$ cat src/rtl/muldiv_seq.sv
// Multi-cycle MULT/MULTU/DIV/DIVU sequencer owning the HI/LO pair (shift-add / restoring divide).
// Optional MULDIV_ZERO_SKIP_EN: zero-operand multiply or zero-divisor divide skips straight to SIGN.
module muldiv_seq #(
    parameter int WIDTH = 32
) (
    input  logic             clk,
    input  logic             rst,
    input  logic             start,
    input  logic [1:0]       op,
    input  logic [WIDTH-1:0] srcA,
    input  logic [WIDTH-1:0] srcB,
    input  logic             hi_we,
    input  logic             lo_we,
    input  logic [WIDTH-1:0] wdata,
    output logic             busy,
    output logic             done,
    output logic             dz,
    output logic [WIDTH-1:0] hi,
    output logic [WIDTH-1:0] lo
);

    typedef enum logic [1:0] {IDLE, CALC, SIGN} state_t;

    state_t           state, state_nxt;
    logic [4:0]       cnt;
    logic             is_div, neg_main, neg_rem, dz_pend;
    logic [WIDTH-1:0] opa, opb, acc_hi, acc_lo;

    logic             signed_op, a_neg, b_neg, skip;
    logic [WIDTH-1:0] mag_a, mag_b;
    logic [WIDTH:0]   mul_sum, div_shift, rem_next;
    logic [WIDTH+1:0] div_diff;
    logic             rem_unused;

    function automatic logic [WIDTH-1:0] magnitude(input logic signed [WIDTH-1:0] v,
                                                   input logic sgn);
        return (sgn && v[WIDTH-1]) ? $unsigned(-v) : $unsigned(v);
    endfunction

    function automatic logic [WIDTH-1:0] cond_neg(input logic signed [WIDTH-1:0] v,
                                                  input logic n);
        return n ? $unsigned(-v) : $unsigned(v);
    endfunction

    function automatic logic [2*WIDTH-1:0] cond_neg_wide(input logic signed [2*WIDTH-1:0] v,
                                                         input logic n);
        return n ? $unsigned(-v) : $unsigned(v);
    endfunction

    assign signed_op = ~op[0];
    assign a_neg     = signed_op & srcA[WIDTH-1];
    assign b_neg     = signed_op & srcB[WIDTH-1];
    assign mag_a     = magnitude(srcA, signed_op);
    assign mag_b     = magnitude(srcB, signed_op);
    assign busy      = (state != IDLE);

`ifdef MULDIV_ZERO_SKIP_EN
    assign skip = op[1] ? (srcB == '0) : ((srcA == '0) || (srcB == '0));
`else
    assign skip = 1'b0;
`endif

    // One iteration: multiply adds the multiplicand into the upper half and shifts right;
    // divide shifts the next dividend bit into the remainder and keeps it only if no borrow.
    assign mul_sum    = {1'b0, acc_hi} + (acc_lo[0] ? {1'b0, opa} : '0);
    assign div_shift  = {acc_hi, acc_lo[WIDTH-1]};
    assign div_diff   = {1'b0, div_shift} - {2'b0, opb};
    assign rem_next   = div_diff[WIDTH+1] ? div_shift : div_diff[WIDTH:0];
    assign rem_unused = rem_next[WIDTH];

    always_ff @(posedge clk) begin
        if (rst) state <= IDLE;
        else     state <= state_nxt;
    end

    always_comb begin
        state_nxt = state;
        case (state)
            IDLE:    if (start) state_nxt = skip ? SIGN : CALC;
            CALC:    if (cnt == 5'd31) state_nxt = SIGN;
            SIGN:    state_nxt = IDLE;
            default: state_nxt = IDLE;
        endcase
    end

    always_ff @(posedge clk) begin
        if (rst) begin
            cnt      <= '0;
            done     <= 1'b0;
            dz       <= 1'b0;
            hi       <= '0;
            lo       <= '0;
            is_div   <= 1'b0;
            neg_main <= 1'b0;
            neg_rem  <= 1'b0;
            dz_pend  <= 1'b0;
        end else begin
            done <= 1'b0;
            case (state)
                IDLE: begin
                    if (hi_we) hi <= wdata;
                    if (lo_we) lo <= wdata;
                    if (start) begin
                        cnt      <= '0;
                        is_div   <= op[1];
                        neg_main <= a_neg ^ b_neg;
                        neg_rem  <= a_neg;
                        dz_pend  <= op[1] && (srcB == '0);
                        dz       <= 1'b0;
                    end
                end
                CALC: cnt <= cnt + 5'd1;
                SIGN: begin
                    if (is_div) begin
                        lo <= cond_neg(acc_lo, neg_main);
                        hi <= cond_neg(acc_hi, neg_rem);
                    end else begin
                        {hi, lo} <= cond_neg_wide({acc_hi, acc_lo}, neg_main);
                    end
                    done <= 1'b1;
                    dz   <= dz_pend;
                end
                default: ;
            endcase
        end
    end

    // Datapath registers carry no reset; they are always reloaded at acceptance.
    always_ff @(posedge clk) begin
        if (state == IDLE && start) begin
            opa <= mag_a;
            opb <= mag_b;
            if (op[1]) begin
                acc_hi <= skip ? mag_a : '0;
                acc_lo <= skip ? '1 : mag_a;
            end else begin
                acc_hi <= '0;
                acc_lo <= skip ? '0 : mag_b;
            end
        end else if (state == CALC) begin
            if (is_div) begin
                acc_hi <= rem_next[WIDTH-1:0];
                acc_lo <= {acc_lo[WIDTH-2:0], ~div_diff[WIDTH+1]};
            end else begin
                acc_hi <= mul_sum[WIDTH:1];
                acc_lo <= {mul_sum[0], acc_lo[WIDTH-1:1]};
            end
        end
    end

endmodule

$ cat config.mk
export PLATFORM = sky130hd
export DESIGN_NAME = muldiv_seq
export DESIGN_NICKNAME = d
export VERILOG_FILES = /design/src/rtl/muldiv_seq.sv
export SDC_FILE = /design/constraint.sdc
export NUM_CORES = 1
export LEC_CHECK = 0
export BUFFER_PORTS_ARGS = -buffer_cell sky130_fd_sc_hd__clkbuf_2
export CAP_MARGIN = 20
export CORE_AREA = 2 2 211 213
export DETAILED_ROUTE_END_ITERATION = 16
export DIE_AREA = 0 0 213 215
export PLACE_DENSITY = 0.64
export SETUP_SLACK_MARGIN = 0.15
export SLEW_MARGIN = 25
export SYNTH_ARGS = -nofsm -noshare
export SYNTH_HDL_FRONTEND = slang
export SYNTH_SLANG_ARGS = --single-unit
$ cat constraint.sdc
create_clock -name clk -period 10.42 [get_ports clk]
set_input_delay 2.605 -clock clk [delete_from_list [all_inputs] [get_ports clk]]
set_output_delay 2.605 -clock clk [all_outputs]
set_load 0.01 [all_outputs]
==> results of run 1 <==
-- synth_stat cells, types with 11 or more instances --
| master | count |
|---|---|
| a211oi_1 | 74 |
| a21o_1 | 26 |
| a21oi_1 | 197 |
| a221oi_1 | 17 |
| a31oi_1 | 17 |
| and2_1 | 35 |
| clkbuf_1 | 98 |
| dfxtp_1 | 109 |
| edfxtp_1 | 96 |
| ha_1 | 70 |
| inv_1 | 58 |
| mux2i_1 | 37 |
| nand2_1 | 122 |
| nand2b_1 | 18 |
| nand3_1 | 25 |
| nand4_1 | 14 |
| nor2_1 | 191 |
| nor2b_1 | 44 |
| nor3_1 | 34 |
| nor4_1 | 11 |
| o21ai_0 | 88 |
| o21ai_1 | 31 |
| o21bai_1 | 12 |
| o31ai_1 | 21 |
| o41ai_1 | 12 |
| or3_1 | 16 |
| or4_1 | 14 |
| xnor2_1 | 78 |
| xor2_1 | 93 |
-- registers in the layout, indices dropped and copies added, names as in the netlist --
name and count:
dz_pend 1, opa 32, opb 32, acc_hi 32, done 1, lo 32
acc_lo 32, neg_main 1, state 2, neg_rem 1, hi 32, is_div 1
dz 1, cnt 5
-- worst min-delay path: cells and delay by family (launching register included) --
family | cells | cell delay [ns]
compound gates | 1 | 0.05
simple gates | 1 | 0.06
flops | 1 | 0.32
-- power groups by stage --
| stage | combinational [mW] | clock [mW] | sequential, mW |
|---|---|---|---|
| after floorplan | 0.698 | 0 | 1.03 |
| after global placement | 0.932 | 0 | 1.11 |
| after detailed placement | 0.944 | 0 | 1.11 |
| after CTS | 0.950 | 0.850 | 1.10 |
| after global routing | 1.06 | 0.880 | 1.11 |
| final | 0.962 | 0.844 | 1.10 |
-- path summary, 6_finish.rpt --
kind | end | cells past startpoint | slack, ns
max | acc_lo[26]$_DFFE_PP_ | 9 | 5.49
min | hi[27]$_SDFFE_PP0P_ | 2 | 0.46
min reg2reg | hi[27]$_SDFFE_PP0P_ | 2 | 0.46
max reg2reg | acc_hi[30]$_SDFFE_PP0P_ | 12 | 6.04
-- layer usage --
| layer | up-vias | wire (um) |
|---|---|---|
| li1 | 6833 | - |
| met1 | 6782 | 22300 |
| met2 | 536 | 25100 |
| met3 | 112 | 3570 |
| met4 | 4 | 2800 |
| met5 | - | 20 |
-- cell type report --
type,count,area [um^2]
inverters,59,224
clock buffers,32,652
fillers,4411,26500
well taps,592,741
flip-flops and latches,205,5070
clock inverters,12,113
multi-input cells,1432,9380
repair buffers,186,973
-- cell usage in the layout, fill, tap and decap left out, types with 9 or more instances in the layout --
cell,count
edfxtp_1,96
inv_1,57
nor2_1,189
a211oi_1,74
buf_4,17
xor2_1,93
xnor2_1,78
o31ai_1,20
a21oi_1,197
o21ai_1,31
nand3_1,25
clkbuf_2,169
a21o_1,26
nor4_1,11
or3_1,16
a311oi_1,10
and2_1,35
o21a_1,9
o21bai_1,12
nor3_1,34
o21ai_0,88
dfxtp_1,108
nor2b_1,41
nand2b_1,18
clkbuf_16,25
a31oi_1,17
nand2_1,122
nand4_1,14
a221oi_1,17
o22ai_1,10
ha_1,70
or4_1,14
mux2i_1,37
o41ai_1,12
-- per-stage QoR --
stage | power, mW | util | instance area (um^2)
finish | 2.91 | 0.393 | 17200
global route | 3.05 | 0.393 | 17200
detailed placement | 2.06 | 0.376 | 16400
global placement | 2.05 | 0.375 | 16400
floorplan | 1.73 | - | 15100
CTS | 2.90 | 0.393 | 17200
-- kinds of logic after synthesis --
logic type	Yosys count	synth area share
compound gates	584	0.248
xor+xnor	171	0.0994
fa+ha+maj	72	0.0608
buf+inv	167	0.0422
flops	205	0.336
mux	39	0.0261
simple gates	566	0.187
==> results.txt, run 1 <==
Routability cong.: 0.940
Setup repair bufs after CTS: 0
Iter 0 DRT Violations: 1,291
Vias in the first global route: 13,500
Mapped cell area: 15,100 um^2
CTS Buf Count: 24
Maximum clock path buffer count: 3
Largest net degree at the start of global routing: 78
Tcrit/Tclk final: 0.473
Antenna violations before repair: 4
Area grow syn2layout: 13.9%
H-tree depth: 1
Cell family with most CP delay: simple AND/OR/NAND/NOR gates
Tightest hold margin: 0.462 ns
Antenna cells: 0
Number of flops mapped to enable cells by yosys: 96
Critical Path Source: srcB[2]
Slew Viols, Final: 0
GR Util met2: 0.377
Synth unique cells: 82
Worst-path fanout max: 8
Most frequent CP cell: a21oi_1
CP Launch Type: primary input
RSZ-0062 raised after global routing: false
Power per Cell Area: 169 nW/um^2
Post-Syn Instances: 1,804
DRT Pass-1 Iters: 5
Leak pwr: 6.88 nW
Synthesis Warnings: 0
Total die area: 45,800 um^2
Routed vias/inst: 5.67
Post-synth top area share: 0.191
Final HPWL DP: 41,200 um
Root Buffer: clkbuf_16
Area leader, netlist: edfxtp_1
First-pass GRT wire length: 81,600 um
# IOs: 170
Cells after DPL: 2,474
Final setup fails: 0
Clock group share of total power: 0.290
IO Port Bufs: 169
CTS sink cnt: 205
Slew at the pin closest to its max-slew limit: 1.04 ns
Fin. Hold Viols: 0
Top Usage Layer GRT: met2
Hold-fix buffers, CTS: 0
Asr flop ratio synth: 0
Switch Pwr: 1.10 mW
Die width: 213 um
Nets: 2,083
# Max-Cap Violations: 0
Fraction of layout instances using a drive strength above 1: 0.132
Antenna-violating nets left: 0
Tmin final: 4.93 ns
GR Util met3: 0.0338
Slowest CP cell: nor3_1
Status: finished clean
Relative slew slack: 0.307
Internal: 1.81 mW
M1 GR Usage: 0.299
VDD IR-drop max: 0.000101 V
CP Class: in2reg
Worst path max stage delay: 0.62 ns
Post-CTS sizing: 0
Initial core utilization: 0.345
Number of synthesized register bits: 205
Pre-CTS WS: 4.99 ns
Total grt overflow: 0
Final WL: 53,800 um
CTS tree: built
Ys flop type: dfxtp_1
Clock Pin Slew Worst Setup and Hold Paths: 0.06 ns
DR WL/cell: 21.4 um
Worst r2r src: acc_lo[0]$_DFFE_PP_
Syn_nets: 1,979
CP endpoint kind: register
Sequential share of the synthesized area: 0.336
Fin cells: 2,518
Flop pwr share: 0.379
CP arrival: 5.17 ns
Syn Area/Cell: 8.35 um^2
Skew-Pair Late Insertion Delay: 0.55 ns
Clk_skew: 0.0285 ns
Fmax: 203 MHz
DRC: 0
Synth top area cells: edfxtp_1 19%, dfxtp_1 14%, a21oi_1 6.5%
Sw Ratio: 0.377
Combinational share of power: 0.331
Total GRT Usage: 0.231
Worst hold path class: reg2reg
Std-Cell Rows: 77
Critical Path, Cell by Cell: clkbuf_2 -> or3_1 -> nor3b_1 -> nand3b_1 -> nor3_1 -> a21oi_1 -> xor2_1 -> mux2i_1 -> a21oi_1
Core area: 43,600 um^2
Setup TNS: 0 ns
CP Buf/Inv Count: 1
Final WS setup: 5.49 ns
Hold wc startpoint: hi[27]$_SDFFE_PP0P_
CP Data Required Time: 10.66 ns
Vias: 14,300
Die Height: 215 um
Power figures use the tool's default switching activity.
==> run 2, diff against run 1 <==
--- a/config.mk
+++ b/config.mk
@@ -10,7 +10,7 @@
 export CORE_AREA = 2 2 211 213
 export DETAILED_ROUTE_END_ITERATION = 16
 export DIE_AREA = 0 0 213 215
-export PLACE_DENSITY = 0.64
+export PLACE_DENSITY = 0.66
 export SETUP_SLACK_MARGIN = 0.15
 export SLEW_MARGIN = 25
 export SYNTH_ARGS = -nofsm -noshare
==> constraint.sdc (replaced) <==
create_clock -name clk -period 4.2 [get_ports clk]
set_input_delay 1.05 -clock clk [delete_from_list [all_inputs] [get_ports clk]]
set_output_delay 1.05 -clock clk [all_outputs]
set_load 0.01 [all_outputs]
==> run 2 against run 1 <==
Final cell count rose by 1.1%. Total power rose by 150%. Clock skew barely moved. Sequential share of layout area fell by 0.41 points.
==> results.txt, run 2 (synthesis gave the netlist of run 1 again) <==
Slowest CP cell: a221oi_1
DRT Pass-1 Iters: 6 (+1)
Worst r2r src: acc_lo[31]$_DFFE_PP_
Root Buffer: clkbuf_16
Routed vias/inst: 5.70 (+0.65%)
Tcrit/Tclk final: 0.897
Most frequent cells in the layout: 197 x a21oi_1, 191 x nor2_1, 168 x clkbuf_2, 122 x nand2_1, 108 x dfxtp_1
# IOs: 170 (unchanged)
Hold-fix buffers, CTS: 0 (unchanged)
WP depth: 13 (+4)
Maximum clock path buffer count: 3 (unchanged)
Antenna violations before repair: 0 (-4)
Worst path max stage delay: 0.49 ns (-0.13 ns)
Final HPWL DP: 42,100 um (+2.2%)
Switch Pwr: 2.76 mW (+150%)
CP endpoint kind: register
Flop pwr share: 0.359 (-0.020)
Setup repair bufs after CTS: 0 (unchanged)
H-tree depth: 1 (unchanged)
Wire length on met3: 4060 um (+14%)
DRC: 0 (unchanged)
Most common cell after layout, fill and taps aside: a21oi_1
CP arrival: 4.20 ns (-0.97 ns)
CP Data Required Time: 4.63 ns (-6.03 ns)
Total grt overflow: 0 (unchanged)
R2R Path End: acc_hi[28]$_SDFFE_PP0P_
Initial core utilization: 0.345 (unchanged)
Post-CTS sizing: 0 (unchanged)
Register area: 5070 um^2 (unchanged)
CP Launch Type: register
Leak pwr: 7.05 nW (+2.5%)
VDD IR-drop max: 0.000281 V (+180%)
Routed met2 length: 24,800 um (-1.4%)
Routability cong.: 0.957 (+1.8%)
Relative slew slack: 0.330 (+0.0236)
Std-Cell Rows: 77 (unchanged)
Fmax: 265 MHz
CTS sink cnt: 205 (unchanged)
Nets: 2,111 (+1.3%)
Sw Ratio: 0.380 (+0.00375)
Overall Power: 7.26 mW (+150%)
Tmin final: 3.77 ns
Antenna-violating nets left: 0 (unchanged)
First-pass GRT wire length: 81,800 um (+0.29%)
Internal: 4.50 mW (+150%)
Area taken by multi-input logic gates: 9380 um^2 (about the same)
Combinational share of power: 0.353 (+0.022)
IO Port Bufs: 169 (unchanged)
Cell family with most CP delay: compound AO/OA/AOI/OAI gates
Worst reg2reg path depth: 13 (+1)
Slew Viols, Final: 0 (unchanged)
Clk_skew: 0.0285 ns (+0.0000226 ns)
Die Height: 215 um (unchanged)
Setup TNS: 0 ns (unchanged)
Worst-path fanout max: 6 (-2)
Worst hold path class: reg2reg
Iter 0 DRT Violations: 1,780 (+38%)
Antenna cells: 0 (unchanged)
Status: finished clean
Final WL: 53,800 um (about the same)
Worst R2R Setup Slack: 0.43 ns (-5.61 ns)
Critical Path, Cell by Cell: inv_1 -> ha_1 -> inv_1 -> fa_1 -> a21o_1 -> a221oi_1 -> o21ai_1 -> a21o_1 -> a31oi_1 -> a31oi_1 -> xor2_1 -> a221oi_1 -> a21oi_1
Fin. Hold Viols: 0 (unchanged)
CP Class: reg2reg
CTS Buf Count: 23 (-4.2%)
DR WL/cell: 21.1 um (-1.1%)
RSZ-0062 raised after global routing: false
Area grow syn2layout: 15.5%
Total die area: 45,800 um^2 (unchanged)
Critical Path Source: acc_lo[31]$_DFFE_PP_
Top Metal Used: met4
Core area: 43,600 um^2 (unchanged)
Fill cell count: 4,383 (-0.63%)
Clock group share of total power: 0.288 (-0.002)
Vias in the first global route: 13,600 (+0.53%)
Final setup fails: 0 (unchanged)
Metal-1 WL: 22,300 um (-0.22%)
Clock Pin Slew Worst Setup and Hold Paths: 0.07 ns (about the same)
CP endpoint: acc_hi[28]$_SDFFE_PP0P_
Skew-Pair Late Insertion Delay: 0.56 ns (about the same)
CP Buf/Inv Count: 2 (+1)
CTS tree: built
Largest net degree at the start of global routing: 61 (-22%)
Vias: 14,500 (+1.7%)
Power per Cell Area: 417 nW/um^2 (+150%)
Die width: 213 um (unchanged)
Fraction of layout instances using a drive strength above 1: 0.147 (+0.0151)
# Max-Cap Violations: 0 (unchanged)
Total GRT Usage: 0.232 (+0.00101)
Slew at the pin closest to its max-slew limit: 1.00 ns (-0.0375 ns)
==> run 2: changes by cell type in the layout (fill, tap and decap cells not counted), moves of 2 or more <==
cell | before | now
clkinvlp_2 | 2 | 0
clkinv_4 | 0 | 3
clkbuf_1 | 7 | 3
clkbuf_8 | 0 | 2
buf_4 | 17 | 44
clkinv_1 | 6 | 0
nor2_1 | 189 | 191
buf_12 | 0 | 2
nor2_2 | 2 | 0
clkinv_2 | 0 | 4
==> run 2: per-stage QoR <==
step                setup WS [ns]   util  instance area, um^2  std cells  hold WS (ns)
CTS                         0.514  0.399                17400       2545         0.472
global route                0.178  0.399                17400       2545         0.486
detailed placement          0.407  0.381                16600       2503         0.459
floorplan                   0.536      -                15100       1804         0.432
finish                      0.431  0.399                17400       2545         0.466
global placement            0.441  0.381                16600       2503         0.447
==> run 2: area by class of cell <==
| class | count | share of cell area |
|---|---|---|
| flip-flops and latches | 205 | 0.291 |
| well taps | 592 | 0.0426 |
| repair buffers | 215 | 0.0701 |
| inverters | 59 | 0.0129 |
| multi-input cells | 1432 | 0.539 |
| clock inverters | 13 | 0.00734 |
| clock buffers | 29 | 0.0368 |
==> run 2: metal layers <==
metal  track usage  up-vias
li1              -     6892
met1         0.303     6887
met2         0.376      613
met3        0.0381      121
met4         0.105        0
met5             0        -
==> run 2: power by group through the flow <==
stage,combinational (mW),clock (mW),sequential (mW)
2_1_floorplan,1.73,0,2.57
5_1_grt,2.80,2.18,2.63
6_report,2.56,2.09,2.61
4_1_cts,2.52,2.10,2.60
3_3_place_gp,2.48,0,2.64
3_5_place_dp,2.50,0,2.64
==> run 2: worst min-delay path by stage <==
stage | start | end | slack (ns) | cells after the start
finish | cnt[3]$_SDFFE_PP0P_ | cnt[3]$_SDFFE_PP0P_ | 0.47 | 1
global placement | hi[26]$_SDFFE_PP0P_ | hi[26]$_SDFFE_PP0P_ | 0.45 | 2
floorplan | dz_pend$_SDFFE_PP0P_ | dz$_SDFFE_PP0P_ | 0.43 | 2
detailed placement | hi[26]$_SDFFE_PP0P_ | hi[26]$_SDFFE_PP0P_ | 0.46 | 2
CTS | cnt[3]$_SDFFE_PP0P_ | cnt[3]$_SDFFE_PP0P_ | 0.47 | 1
global route | cnt[4]$_SDFFE_PP0P_ | cnt[4]$_SDFFE_PP0P_ | 0.49 | 2
